`config.mk`:
```
export PLATFORM = sky130hd
export DESIGN_NAME = odo_display_sched_flat
export DESIGN_NICKNAME = d
export VERILOG_FILES = /design/src/rtl/odo_display_sched_pkg.sv /design/src/rtl/odo_display_sched_if.sv /design/src/rtl/odo_display_sched_seg7_glyph.sv /design/src/rtl/odo_display_sched.sv /design/src/flat_wrapper.sv
export SDC_FILE = /design/constraint.sdc
export NUM_CORES = 1
export LEC_CHECK = 0
export CORE_MARGIN = 2
export CORE_UTILIZATION = 35
export DETAILED_ROUTE_END_ITERATION = 12
export PLACE_DENSITY = 0.6
export SLEW_MARGIN = 25
export SYNTH_ARGS = -nofsm -noshare
export SYNTH_HDL_FRONTEND = slang
export SYNTH_HIERARCHICAL = 1
export SYNTH_SLANG_ARGS = --single-unit
```
`constraint.sdc`:
```
create_clock -name clk -period 3.7 [get_ports clk]
set_input_delay 0.555 -clock clk [delete_from_list [all_inputs] [get_ports clk]]
set_output_delay 0.555 -clock clk [all_outputs]
set_load 0.005 [all_outputs]
```
`src/rtl/odo_display_sched_pkg.sv`:
```
// Shared encodings and constants for the odometer display scheduler.
package odo_display_sched_pkg;

  // Display source arbitration states
  typedef enum logic [1:0] {
    S_OFF = 2'd0,
    S_ODO = 2'd1,
    S_MSG = 2'd2
  } src_state_t;

  // Binary-to-BCD conversion engine states
  typedef enum logic [1:0] {
    C_IDLE  = 2'd0,
    C_SHIFT = 2'd1,
    C_LOAD  = 2'd2
  } conv_state_t;

  // Message word: 8 glyph nibbles, leftmost digit in the top nibble
  localparam int unsigned MSG_W = 32;

  // Eight BCD digits cover both display groups
  localparam int unsigned BCD_W = 32;

  // Glyph nibbles with a non-numeric meaning
  localparam logic [3:0] GLYPH_DASH  = 4'hA;
  localparam logic [3:0] GLYPH_BLANK = 4'hF;

  // Largest value eight decimal digits can show
  localparam logic [63:0] SAT_LIMIT = 64'd99_999_999;

endpackage

```
`src/rtl/odo_display_sched_if.sv`:
```
// Message request channel between the gear FSM and the display scheduler.
interface odo_display_sched_if;
  import odo_display_sched_pkg::*;

  logic             msg_vld;
  logic [MSG_W-1:0] msg_code;
  logic             msg_rdy;

  // Requester side drives the message, scheduler answers with ready
  modport master (output msg_vld, output msg_code, input msg_rdy);
  modport slave  (input msg_vld, input msg_code, output msg_rdy);

endinterface

```
`src/rtl/odo_display_sched_seg7_glyph.sv`:
```
// Nibble-to-segment decoder, bit order {a,b,c,d,e,f,g,dp}, active-high.
module seg7_glyph
  import odo_display_sched_pkg::*;
(
  input  logic [3:0] nib,
  output logic [7:0] pat
);

  // Digits 0-9, a dash for A, everything else blank
  always_comb begin
    pat = 8'h00;
    case (nib)
      4'h0:       pat = 8'hFC;
      4'h1:       pat = 8'h60;
      4'h2:       pat = 8'hDA;
      4'h3:       pat = 8'hF2;
      4'h4:       pat = 8'h66;
      4'h5:       pat = 8'hB6;
      4'h6:       pat = 8'hBE;
      4'h7:       pat = 8'hE0;
      4'h8:       pat = 8'hFE;
      4'h9:       pat = 8'hF6;
      GLYPH_DASH: pat = 8'h02;
      default:    pat = 8'h00;
    endcase
  end

endmodule

```
`src/rtl/odo_display_sched.sv`:
```
// Display scheduler for two 4-digit seven-segment groups: multiplexed scan,
// fixed-priority source selection (off / message / odometer) and a
// sequential double-dabble converter feeding the odometer digits.
module odo_display_sched
  import odo_display_sched_pkg::*;
#(
  parameter int unsigned SCAN_DIV   = 100_000,
  parameter int unsigned MSG_FRAMES = 250,
  parameter int unsigned REC_W      = 27
) (
  input  logic             clk,
  input  logic             rst_n,
  input  logic             power_on,
  input  logic [REC_W-1:0] record,
  odo_display_sched_if.slave msg,
  output logic             conv_busy,
  output logic [7:0]       an,
  output logic [7:0]       seg_l,
  output logic [7:0]       seg_r
);

  localparam int unsigned HOLD   = MSG_FRAMES * 4 * SCAN_DIV;
  localparam int unsigned HOLD_W = $clog2(HOLD + 1);
  localparam int unsigned DIV_W  = $clog2(SCAN_DIV + 1);
  localparam int unsigned IT_W   = $clog2(REC_W + 1);

  // Clamp values that cannot be shown on eight decimal digits
  function automatic logic [REC_W-1:0] sat_rec(input logic [REC_W-1:0] x);
    if (64'(x) > SAT_LIMIT) return SAT_LIMIT[REC_W-1:0];
    return x;
  endfunction

  // Double-dabble correction: bump every nibble >= 5 before the shift
  function automatic logic [BCD_W-1:0] add3(input logic [BCD_W-1:0] b);
    logic [BCD_W-1:0] r;
    r = b;
    for (int i = 0; i < 8; i++) begin
      if (b[4*i +: 4] >= 4'd5) r[4*i +: 4] = b[4*i +: 4] + 4'd3;
    end
    return r;
  endfunction

  // Replace zeros above the most significant nonzero digit by blanks;
  // digit 0 is never blanked so a zero reading still shows "0"
  function automatic logic [BCD_W-1:0] blank_lz(input logic [BCD_W-1:0] b);
    logic [BCD_W-1:0] r;
    logic             lead;
    r    = b;
    lead = 1'b1;
    for (int i = 7; i >= 1; i--) begin
      if (lead && (b[4*i +: 4] == 4'd0)) r[4*i +: 4] = GLYPH_BLANK;
      else lead = 1'b0;
    end
    return r;
  endfunction

  // ---------------------------------------------------------------------
  // Scan timebase
  // ---------------------------------------------------------------------
  logic [DIV_W-1:0] div_cnt;
  logic             tick;
  logic             scan_en;
  logic [1:0]       p;

  assign tick = (div_cnt == DIV_W'(SCAN_DIV - 1));

  // Divider and digit pointer; the first tick only enables the scan so
  // that pointer 0 is the first slot shown
  always_ff @(posedge clk or negedge rst_n) begin
    if (!rst_n) begin
      div_cnt <= '0;
      scan_en <= 1'b0;
      p       <= 2'd0;
    end else if (tick) begin
      div_cnt <= '0;
      scan_en <= 1'b1;
      if (scan_en) p <= p + 2'd1;
    end else begin
      div_cnt <= div_cnt + DIV_W'(1);
    end
  end

  // ---------------------------------------------------------------------
  // Source FSM
  // ---------------------------------------------------------------------
  src_state_t        src_q, src_d;
  logic [HOLD_W-1:0] hold_cnt;
  logic [MSG_W-1:0]  msg_latch;
  logic              accept;

  assign accept = msg.msg_vld && (src_q == S_ODO);

  // Source state register
  always_ff @(posedge clk or negedge rst_n) begin
    if (!rst_n) src_q <= S_OFF;
    else        src_q <= src_d;
  end

  // Source next state; losing power overrides everything
  always_comb begin
    src_d = src_q;
    case (src_q)
      S_OFF:   src_d = S_ODO;
      S_ODO:   if (accept) src_d = S_MSG;
      S_MSG:   if (hold_cnt == HOLD_W'(HOLD - 1)) src_d = S_ODO;
      default: src_d = S_OFF;
    endcase
    if (!power_on) src_d = S_OFF;
  end

  // Source outputs: messages are only taken while the odometer is shown
  always_comb begin
    msg.msg_rdy = (src_q == S_ODO);
  end

  // Message hold counter, cleared whenever the message ends or is dropped
  always_ff @(posedge clk or negedge rst_n) begin
    if (!rst_n) begin
      hold_cnt <= '0;
    end else if ((src_q == S_MSG) && (src_d == S_MSG)) begin
      hold_cnt <= hold_cnt + HOLD_W'(1);
    end else begin
      hold_cnt <= '0;
    end
  end

  // Message glyphs captured on the accepting edge
  always_ff @(posedge clk) begin
    if (accept) msg_latch <= msg.msg_code;
  end

  // ---------------------------------------------------------------------
  // Conversion FSM
  // ---------------------------------------------------------------------
  conv_state_t             conv_q, conv_d;
  logic [IT_W-1:0]         it_cnt;
  logic [REC_W-1:0]        last_rec;
  logic [REC_W-1:0]        bin_work;
  logic [BCD_W-1:0]        bcd_work;
  logic [BCD_W-1:0]        bcd_disp;
  logic [BCD_W+REC_W-1:0]  shift_p0;
  logic                    start_conv;

  assign start_conv = (conv_q == C_IDLE) && (conv_d == C_SHIFT);

  // One add-3-then-shift step over the combined BCD/binary register
  always_comb begin
    shift_p0 = {add3(bcd_work), bin_work} << 1;
  end

  // Conversion state register
  always_ff @(posedge clk or negedge rst_n) begin
    if (!rst_n) conv_q <= C_IDLE;
    else        conv_q <= conv_d;
  end

  // Conversion next state; record changes are only looked at in idle
  always_comb begin
    conv_d = conv_q;
    case (conv_q)
      C_IDLE:  if (record != last_rec) conv_d = C_SHIFT;
      C_SHIFT: if (it_cnt == IT_W'(REC_W - 1)) conv_d = C_LOAD;
      C_LOAD:  conv_d = C_IDLE;
      default: conv_d = C_IDLE;
    endcase
  end

  // Conversion outputs
  always_comb begin
    conv_busy = (conv_q != C_IDLE);
  end

  // Conversion control: last sampled value, iteration count, display copy
  always_ff @(posedge clk or negedge rst_n) begin
    if (!rst_n) begin
      last_rec <= '0;
      it_cnt   <= '0;
      bcd_disp <= '0;
    end else begin
      if (start_conv)         last_rec <= record;
      if (start_conv)         it_cnt   <= '0;
      else if (conv_q == C_SHIFT) it_cnt <= it_cnt + IT_W'(1);
      if (conv_q == C_LOAD)   bcd_disp <= bcd_work;
    end
  end

  // Conversion datapath: load the clamped sample, then shift REC_W times
  always_ff @(posedge clk) begin
    if (start_conv) begin
      bin_work <= sat_rec(record);
      bcd_work <= '0;
    end else if (conv_q == C_SHIFT) begin
      bcd_work <= shift_p0[BCD_W+REC_W-1:REC_W];
      bin_work <= shift_p0[REC_W-1:0];
    end
  end

  // ---------------------------------------------------------------------
  // Display path: p0 = glyph selection, p1 = pin registers
  // ---------------------------------------------------------------------
  logic [BCD_W-1:0] frame_p0;
  logic [3:0]       nib_l_p0, nib_r_p0;
  logic [7:0]       an_p0, pat_l_p0, pat_r_p0;
  logic [7:0]       an_p1, seg_l_p1, seg_r_p1;

  // Pick the eight glyph nibbles of the winning source
  always_comb begin
    frame_p0 = {8{GLYPH_BLANK}};
    case (src_q)
      S_ODO:   frame_p0 = blank_lz(bcd_disp);
      S_MSG:   frame_p0 = msg_latch;
      default: frame_p0 = {8{GLYPH_BLANK}};
    endcase
  end

  // Pointer p lights digit 7-p on the left group and 3-p on the right
  always_comb begin
    case (p)
      2'd0: begin
        an_p0 = 8'h88; nib_l_p0 = frame_p0[31:28]; nib_r_p0 = frame_p0[15:12];
      end
      2'd1: begin
        an_p0 = 8'h44; nib_l_p0 = frame_p0[27:24]; nib_r_p0 = frame_p0[11:8];
      end
      2'd2: begin
        an_p0 = 8'h22; nib_l_p0 = frame_p0[23:20]; nib_r_p0 = frame_p0[7:4];
      end
      default: begin
        an_p0 = 8'h11; nib_l_p0 = frame_p0[19:16]; nib_r_p0 = frame_p0[3:0];
      end
    endcase
  end

  seg7_glyph u_glyph_l (
    .nib (nib_l_p0),
    .pat (pat_l_p0)
  );

  seg7_glyph u_glyph_r (
    .nib (nib_r_p0),
    .pat (pat_r_p0)
  );

  // Pin registers stay dark until the scan has started
  always_ff @(posedge clk or negedge rst_n) begin
    if (!rst_n) begin
      an_p1    <= 8'h00;
      seg_l_p1 <= 8'h00;
      seg_r_p1 <= 8'h00;
    end else if (scan_en) begin
      an_p1    <= an_p0;
      seg_l_p1 <= pat_l_p0;
      seg_r_p1 <= pat_r_p0;
    end
  end

  assign an    = an_p1;
  assign seg_l = seg_l_p1;
  assign seg_r = seg_r_p1;

endmodule

```
`src/flat_wrapper.sv`:
```
// flat-port wrapper written by rule: the top's interface ports become plain ports
module odo_display_sched_flat import odo_display_sched_pkg::*;
#(
  parameter int unsigned SCAN_DIV   = 100_000,
  parameter int unsigned MSG_FRAMES = 250,
  parameter int unsigned REC_W      = 27
)
  (clk, rst_n, power_on, record, conv_busy, an, seg_l, seg_r, msg_msg_vld, msg_msg_code, msg_msg_rdy);
  odo_display_sched_if msg_i ();
  input  logic clk;
  input  logic rst_n;
  input  logic power_on;
  input  logic [REC_W-1:0] record;
  output logic conv_busy;
  output logic [7:0] an;
  output logic [7:0] seg_l;
  output logic [7:0] seg_r;
  input wire logic [$bits(msg_i.msg_vld)-1:0] msg_msg_vld;
  input wire logic [$bits(msg_i.msg_code)-1:0] msg_msg_code;
  output wire logic [$bits(msg_i.msg_rdy)-1:0] msg_msg_rdy;
  assign msg_i.msg_vld = msg_msg_vld;
  assign msg_i.msg_code = msg_msg_code;
  assign msg_msg_rdy = msg_i.msg_rdy;
  odo_display_sched #(.SCAN_DIV(SCAN_DIV), .MSG_FRAMES(MSG_FRAMES), .REC_W(REC_W)) u_core (.clk(clk), .rst_n(rst_n), .power_on(power_on), .record(record), .msg(msg_i), .conv_busy(conv_busy), .an(an), .seg_l(seg_l), .seg_r(seg_r));
endmodule
```
==> results.md, run 1 <==
* Status: completed
* Syn nets at between 1k and 1.5k
* Worst clock skew at roughly 19 ps
* Pleak at 5.32 nW
* WL per Instance at around 15 microns
* Primary flip-flop cell chosen by synthesis mapping: dfrtp_1
* F_max at 301 MHz
* Slew margin rel. at between 30% and 40%
* Post-CTS Setup Repair Bufs at 0
* Seq cells post-synth at roughly 230
* Vias/cell at ~5.0
* Setup crit start kind: flop
* Core box area at about 32,000 sq um
* Io pins at between 80 and 90
* Starting DRT DRC Count at 422
* Worst path bufs/invs at 2
* Total grt overflow at 0
* RSZ-0062 raised after global routing: false
* Cell Chain, Critical Path: nor4_2 -> and2_1 -> o21a_1 -> o21ai_0 -> a32oi_1 -> inv_1 -> ha_1 -> inv_1 -> o22ai_1 -> mux2_2
* Synth warn at 6
* Top cell family by delay on the critical path: simple AND/OR/NAND/NOR gates
* Post-Layout Cell Count at between 1.5k and 2k
* Hold-fix buffers, CTS at 0
* Gate Count Post-Synth at 1,080
* DRC Markers at 0
* Clk pin slew, worst setup/hold paths at about 60 ps
* Final Cycle Share at 89.8%
* WS Path Type: reg -> reg
* Worst path slowest cell: a32oi_1
* PostCTS Resize Cnt at 0
* Setup tns final at 0 ps
* Gr usage total at 13.9%
* R2r worst-path depth at 10
* Fin nets at 1,265
* Die Ht at approximately 180 microns
* Starting Density at about 36%
* P&R area growth vs syn at 18.9%
* # port buffers at 88
* Post-Place Cells at approximately 1.5k
* Worst Path Arrival at around 3700 ps
* CTS Buffer Depth at 3
* Critical path required time at about 4000 ps
* Max_cap viols at 0
* CP endpoint kind: flop
* Vias in the first global route at ~7.6k
* DP HPWL at between 15,000 and 20,000 microns
* Avg Cell Area, Syn at about 10 sq um
* Pwr Density at roughly 560 nW/um^2
* Worst-Margin Slew at just over 900 ps
* Final WL at around 23,000 microns
* CTS tree: built
* Final slew viol count at 0
* ANT cells at 0
* Final Worst Setup Slack at 379 ps
* Sink Count at ~230
* Top cells by area, synth: dfrtp_1 30%, edfxtp_1 16%, mux2_2 7.2%
* Peak VDD IR at between 0.0003 and 0.0004 V
* Tmin final at around 3300 ps
* Most frequent cells in the layout: 135 x dfrtp_1, 115 x nand2_1, 87 x clkdlybuf4s50_1, 87 x nor2_1, 72 x mux2_2
* Share of layout cells above drive strength 1 at roughly an eighth
* Gpl congestion at ~0.80
* DR pass1 iterations at 5
* CP peak stage delay at about 570 ps
* Final setup viols at 0
* Post-Place Worst Slack at between 400 and 500 ps
* Clk_lat worst skew at around 530 ps
* First-pass GRT wire length at between 30,000 and 40,000 microns
* Cell area after synthesis at about 11,000 sq um
* Yosys top cell by area: dfrtp_1
* HP Class: in -> async
* Total CTS buffers at 26
* Asr flop ratio synth at around three fifths
* Remaining antenna violation count at 0
* Initial antenna violation count at 0
* Yosys top cell area share at 29.9%
* Clk root buf: clkbuf_16
* Chip Width at roughly 180 microns
* Row count at 65
* Crit Path Max Fanout at 10
* Critical Path Stages at 10
* Synth cell types at 57
* EDFF count, synth at 59
* Most common cell after layout, fill and taps aside: dfrtp_1
* Die Area at roughly 34,000 sq um
* H-tree level count at 1
* Sequential area share after synthesis at 51.3%
* Largest net degree at the start of global routing at 81
* Final Hold Fails at 0
* Crit path top cell by count: inv_1
* Routed vias at 7,849
## metal layers
metal	part of all wire (%)	track usage [%]
met5	0	0
met4	1.9	3.23
met1	51	20.6
met2	43	21.3
met3	4.2	2.10
## state kept, by name (all words and copies together) (netlist names), 2 cells and up
| register | count |
|---|---|
| u_core/hold_cnt | 27 |
| u_core/bcd_work | 32 |
| u_core/div_cnt | 17 |
| u_core/an | 4 |
| u_core/last_rec | 27 |
| u_core/it_cnt | 5 |
| u_core/msg_latch | 32 |
| u_core/conv_q | 2 |
| u_core/seg_r | 8 |
| u_core/bin_work | 27 |
| u_core/p | 2 |
| u_core/seg_l | 8 |
| u_core/bcd_disp | 32 |
| u_core/src_q | 2 |
## cell type report
cell class,instances,area (sq um)
Clock buffer,34,732
Clock inverter,14,143
Fill cell,2997,18200
Inverter,60,225
Multi-Input combinational cell,740,5010
Sequential cell,226,5790
Tap cell,402,503
Timing Repair Buffer,108,1030
## through the flow
step           utilization (%)  hold slack (ps)  area, sq um  total power [mW]
2_1_floorplan                -              259        11300              4.55
3_3_place_gp              39.7              462        12600              4.97
3_5_place_dp              39.7              464        12600              5.01
4_1_cts                   42.5             85.6        13400              7.66
5_1_grt                   42.5              129        13400              8.03
6_report                  42.5             73.7        13400              7.57
## cells in the mapped netlist, types with 5 or more instances
master    count
mux2_2       72
a31oi_1       7
and3_1        9
mux2i_1      20
or4_1         5
and4_1        5
nor2_1       87
ha_1         40
xor2_1       21
nand2_1     115
buf_6         5
edfxtp_1     59
buf_2        12
o21ai_0      60
dfxtp_1      32
nand4_1      15
nor2b_1      14
buf_1         6
buf_4         7
clkbuf_1     23
o22ai_1      19
a21oi_1      53
o32ai_1       7
nand3_1      28
a21o_1        6
nand2b_1     16
xnor2_1      63
dfrtp_1     135
o21a_1       15
inv_1        60
nor4_1       12
nor3_1        7
## worst paths after layout
kind	start	end	slack, ps
worst max-delay path	u_core/bcd_disp[28]$_DFFE_PN0N_	u_core/seg_l[4]$_DFFE_PN0P_	380
max in group asynchronous	rst_n	u_core/hold_cnt[15]$_DFF_PN0_	2820
min in group clk	u_core/bcd_work[29]$_SDFFE_PP0P_	u_core/bcd_work[29]$_SDFFE_PP0P_	470
worst min register to register	u_core/bcd_work[29]$_SDFFE_PP0P_	u_core/bcd_work[29]$_SDFFE_PP0P_	470
worst min-delay path	rst_n	u_core/src_q[1]$_DFF_PN0_	70
worst max register to register	u_core/bcd_disp[28]$_DFFE_PN0N_	u_core/seg_l[4]$_DFFE_PN0P_	380
## report_power, final
group          total (mW)  switching [mW]  leakage (nW)  internal [mW]
Sequential           3.40           0.397          2.61           3.00
Combinational        1.58           0.787          2.27          0.790
Clock                2.60            1.00         0.440           1.59
Total                7.57            2.18          5.32           5.39
## worst register-to-register path: cells and delay by family (launching register included)
kind | cells | cell delay [ps]
and+or+nand+nor | 2 | 980
AOI/OAI and AO/OA | 4 | 890
DFF | 1 | 400
adders and majority gates | 1 | 350
buffers and inverters | 2 | 320
muxes | 1 | 290
## cells by family (layout without fill, tap and decap cells)
group | count (synthesis) | count (layout) | share of synthesized area (%)
flip-flops | 226 | 226 | 51.3
XOR/XNOR | 84 | 84 | 6.51
AND/OR/NAND/NOR | 332 | 332 | 14.1
adder cells (fa/ha/maj) | 40 | 40 | 4.43
multiplexers | 92 | 92 | 8.95
buffers and inverters | 114 | 216 | 4.50
other | 2 | 2 | 0.0665
AO/OA/AOI/OAI | 190 | 190 | 10.2
Power figures use the tool's default switching activity.
==> run 2: changes to the inputs <==
--- a/config.mk
+++ b/config.mk
@@ -5,6 +5,7 @@
 export SDC_FILE = /design/constraint.sdc
 export NUM_CORES = 1
 export LEC_CHECK = 0
+export CORE_ASPECT_RATIO = 1.2
 export CORE_MARGIN = 2
 export CORE_UTILIZATION = 35
 export DETAILED_ROUTE_END_ITERATION = 12
==> results.md, run 2 (synthesized netlist as in run 1, its figures left out) <==
* Worst clock skew at 23.3 ps (+4.68 ps)
* Clk_lat worst skew at 540 ps (about the same)
* Pleak at 5.32 nW (about the same)
* Die Area at 33,700 sq um (about the same)
* Largest net degree at the start of global routing at 68 (-16%)
* Multi-input gate area at 5010 sq um (unchanged)
* Initial antenna violation count at 0 (unchanged)
* Worst path slowest cell: nor4_1
* CTS tree: built
* Vias in the first global route at 7,829 (+2.6%)
* Worst-Margin Slew at 853 ps (-54.3 ps)
* Status: completed
* Tmin final at 3120 ps (-196 ps)
* Share of layout cells above drive strength 1 at 13.2% (+0.38 points)
* Setup tns final at 0 ps (unchanged)
* PostCTS Resize Cnt at 0 (unchanged)
* Fillcell total at 3,046 (+1.6%)
* Final Util at 42.0% (-0.45 points)
* Setup crit end: u_core/seg_r[2]$_DFFE_PN0P_
* Sink Count at 226 (unchanged)
* Crit Path Max Fanout at 10 (unchanged)
* Cell Chain, Critical Path: nor4_1 -> and2_1 -> nand4_1 -> a21o_1 -> a31oi_1 -> inv_1 -> ha_1 -> mux2i_1 -> o22ai_1 -> mux2_2
* Total grt overflow at 0 (unchanged)
* Slew margin rel. at 43.1% (+3.6 points)
* Starting Density at 35.3% (-0.38 points)
* CTS Buffer Depth at 3 (unchanged)
* First-pass GRT wire length at 40,100 microns (+4.0%)
* Final setup viols at 0 (unchanged)
* Final instance area at 13,400 sq um (about the same)
* Pwr Density at 555 nW/um^2 (-1.4%)
* Biggest regs: u_core/bcd_disp (32), u_core/bcd_work (32), u_core/msg_latch (32)
* Clk pin slew, worst setup/hold paths at 60 ps (about the same)
* Max_cap viols at 0 (unchanged)
* R2r setup slk at 580 ps (+200 ps)
* Placed inst area at 12,600 sq um (+0.39%)
* CP endpoint kind: flop
* Chip Width at 168 microns (-8.5%)
* F_max at 320 MHz (+6.3%)
* RSZ-0062 raised after global routing: false
* Routed vias at 7,912 (+0.80%)
* P&R area growth vs syn at 19.0% (about the same)
* H-tree level count at 1 (unchanged)
* Total CTS buffers at 26 (unchanged)
* ANT cells at 0 (unchanged)
* Reg-to-reg endpoint: u_core/seg_r[2]$_DFFE_PN0P_
* Post-Layout Cell Count at 1,593 (+0.57%)
* Post-CTS Setup Repair Bufs at 0 (unchanged)
* Setup crit start kind: flop
* Remaining antenna violation count at 0 (unchanged)
* Final WL at 24,200 microns (+3.0%)
* Worst Path Arrival at 3530 ps (-200 ps)
* Crit. Startpoint: u_core/bcd_disp[24]$_DFFE_PN0N_
* R2r worst-path depth at 10 (unchanged)
* DR pass1 iterations at 4 (-1)
* DRC Markers at 0 (unchanged)
* Core box area at 32,000 sq um (+1.1%)
* Most frequent cells in the layout: 135 x dfrtp_1, 115 x nand2_1, 87 x clkdlybuf4s50_1, 87 x nor2_1, 72 x mux2_2
* Hold-fix buffers, CTS at 0 (unchanged)
* Storage element area at 5790 sq um (unchanged)
* Row count at 72 (+11%)
* Final slew viol count at 0 (unchanged)
* WS Path Type: reg -> reg
* Starting DRT DRC Count at 462 (+9.5%)
* R2r startpoint: u_core/bcd_disp[24]$_DFFE_PN0N_
* Critical path required time at 4100 ps (about the same)
* Gr usage total at 14.4% (+0.48 points)
* Io pins at 89 (unchanged)
* Die Ht at 201 microns (+9.3%)
* Most common cell after layout, fill and taps aside: dfrtp_1
* Peak VDD IR at 0.000380 V (-1.3%)
* Clk root buf: clkbuf_16
* Final Hold Fails at 0 (unchanged)
* Gpl congestion at 0.818 (+2.5%)
* HP Class: in -> async
* Vias/cell at 4.97 (+0.23%)
* DP HPWL at 16,500 microns (+4.3%)
* # port buffers at 88 (unchanged)
* WL per Instance at 15.2 microns (+2.4%)
* Final Cycle Share at 84.5% (-5.3 points)
* Post-Place Cells at 1,545 (+0.59%)
* CP peak stage delay at 460 ps (-110 ps)
* Fin nets at 1,269 (+0.32%)
run 2: cell count changes in the layout (fill, tap and decap cells not counted), sizes merged:
cell / change
bufinv: -3
clkinv: -1
inv: +2
buf: +4
clkinvlp: +2
run 2: layout make-up:
cell class | instances | share of cell area, %
clock buffers | 34 | 5.60
clock inverters | 14 | 0.568
inverters | 60 | 1.68
multi-input cells | 740 | 37.3
flip-flops and latches | 226 | 43.1
well taps | 407 | 3.79
repair buffers | 112 | 8.00
run 2: per-layer routing:
layer | vias to the layer above | wire length (microns) | GRT usage [%]
met5 | - | 0 | 0
met4 | 0 | 707 | 5.22
met3 | 43 | 929 | 2.25
met2 | 131 | 11400 | 23.8
met1 | 3809 | 11200 | 19.1
li1 | 3929 | - | -
run 2: how the worst min path moves through the flow:
stage | startpoint | endpoint | slack, ps
6_report | rst_n | u_core/bcd_disp[28]$_DFFE_PN0N_ | 0.8
5_1_grt | rst_n | u_core/bcd_disp[28]$_DFFE_PN0N_ | 50
4_1_cts | rst_n | u_core/bcd_disp[28]$_DFFE_PN0N_ | 30
3_5_place_dp | u_core/div_cnt[0]$_DFF_PN0_ | u_core/div_cnt[0]$_DFF_PN0_ | 470
3_3_place_gp | u_core/bcd_work[29]$_SDFFE_PP0P_ | u_core/bcd_work[29]$_SDFFE_PP0P_ | 460
2_1_floorplan | rst_n | u_core/an[3]$_DFFE_PN0P_ | 260
run 2: report_power, final:
group / total (mW) / switching (mW) / internal (mW)
clock network: 2.45 / 1.02 / 1.43
logic: 1.62 / 0.805 / 0.811
registers: 3.40 / 0.398 / 3.00
run 2: critical path, delay by kind of cell (launching register included):
kind                     cells  cell delay, ps
multiplexers                 2             420
AND/OR/NAND/NOR              3            1130
adder cells (fa/ha/maj)      1             250
AO/OA/AOI/OAI                3             620
flip-flops                   1             410
buffers and inverters        1             170
run 2: stage by stage:
step	worst slack, ps	power (mW)	hold WS [ps]
after global routing	327	7.93	51.4
after floorplan	808	4.55	259
final	575	7.46	0.803
after detailed placement	585	5.06	469
after CTS	593	7.57	26.0
after global placement	605	5.01	456
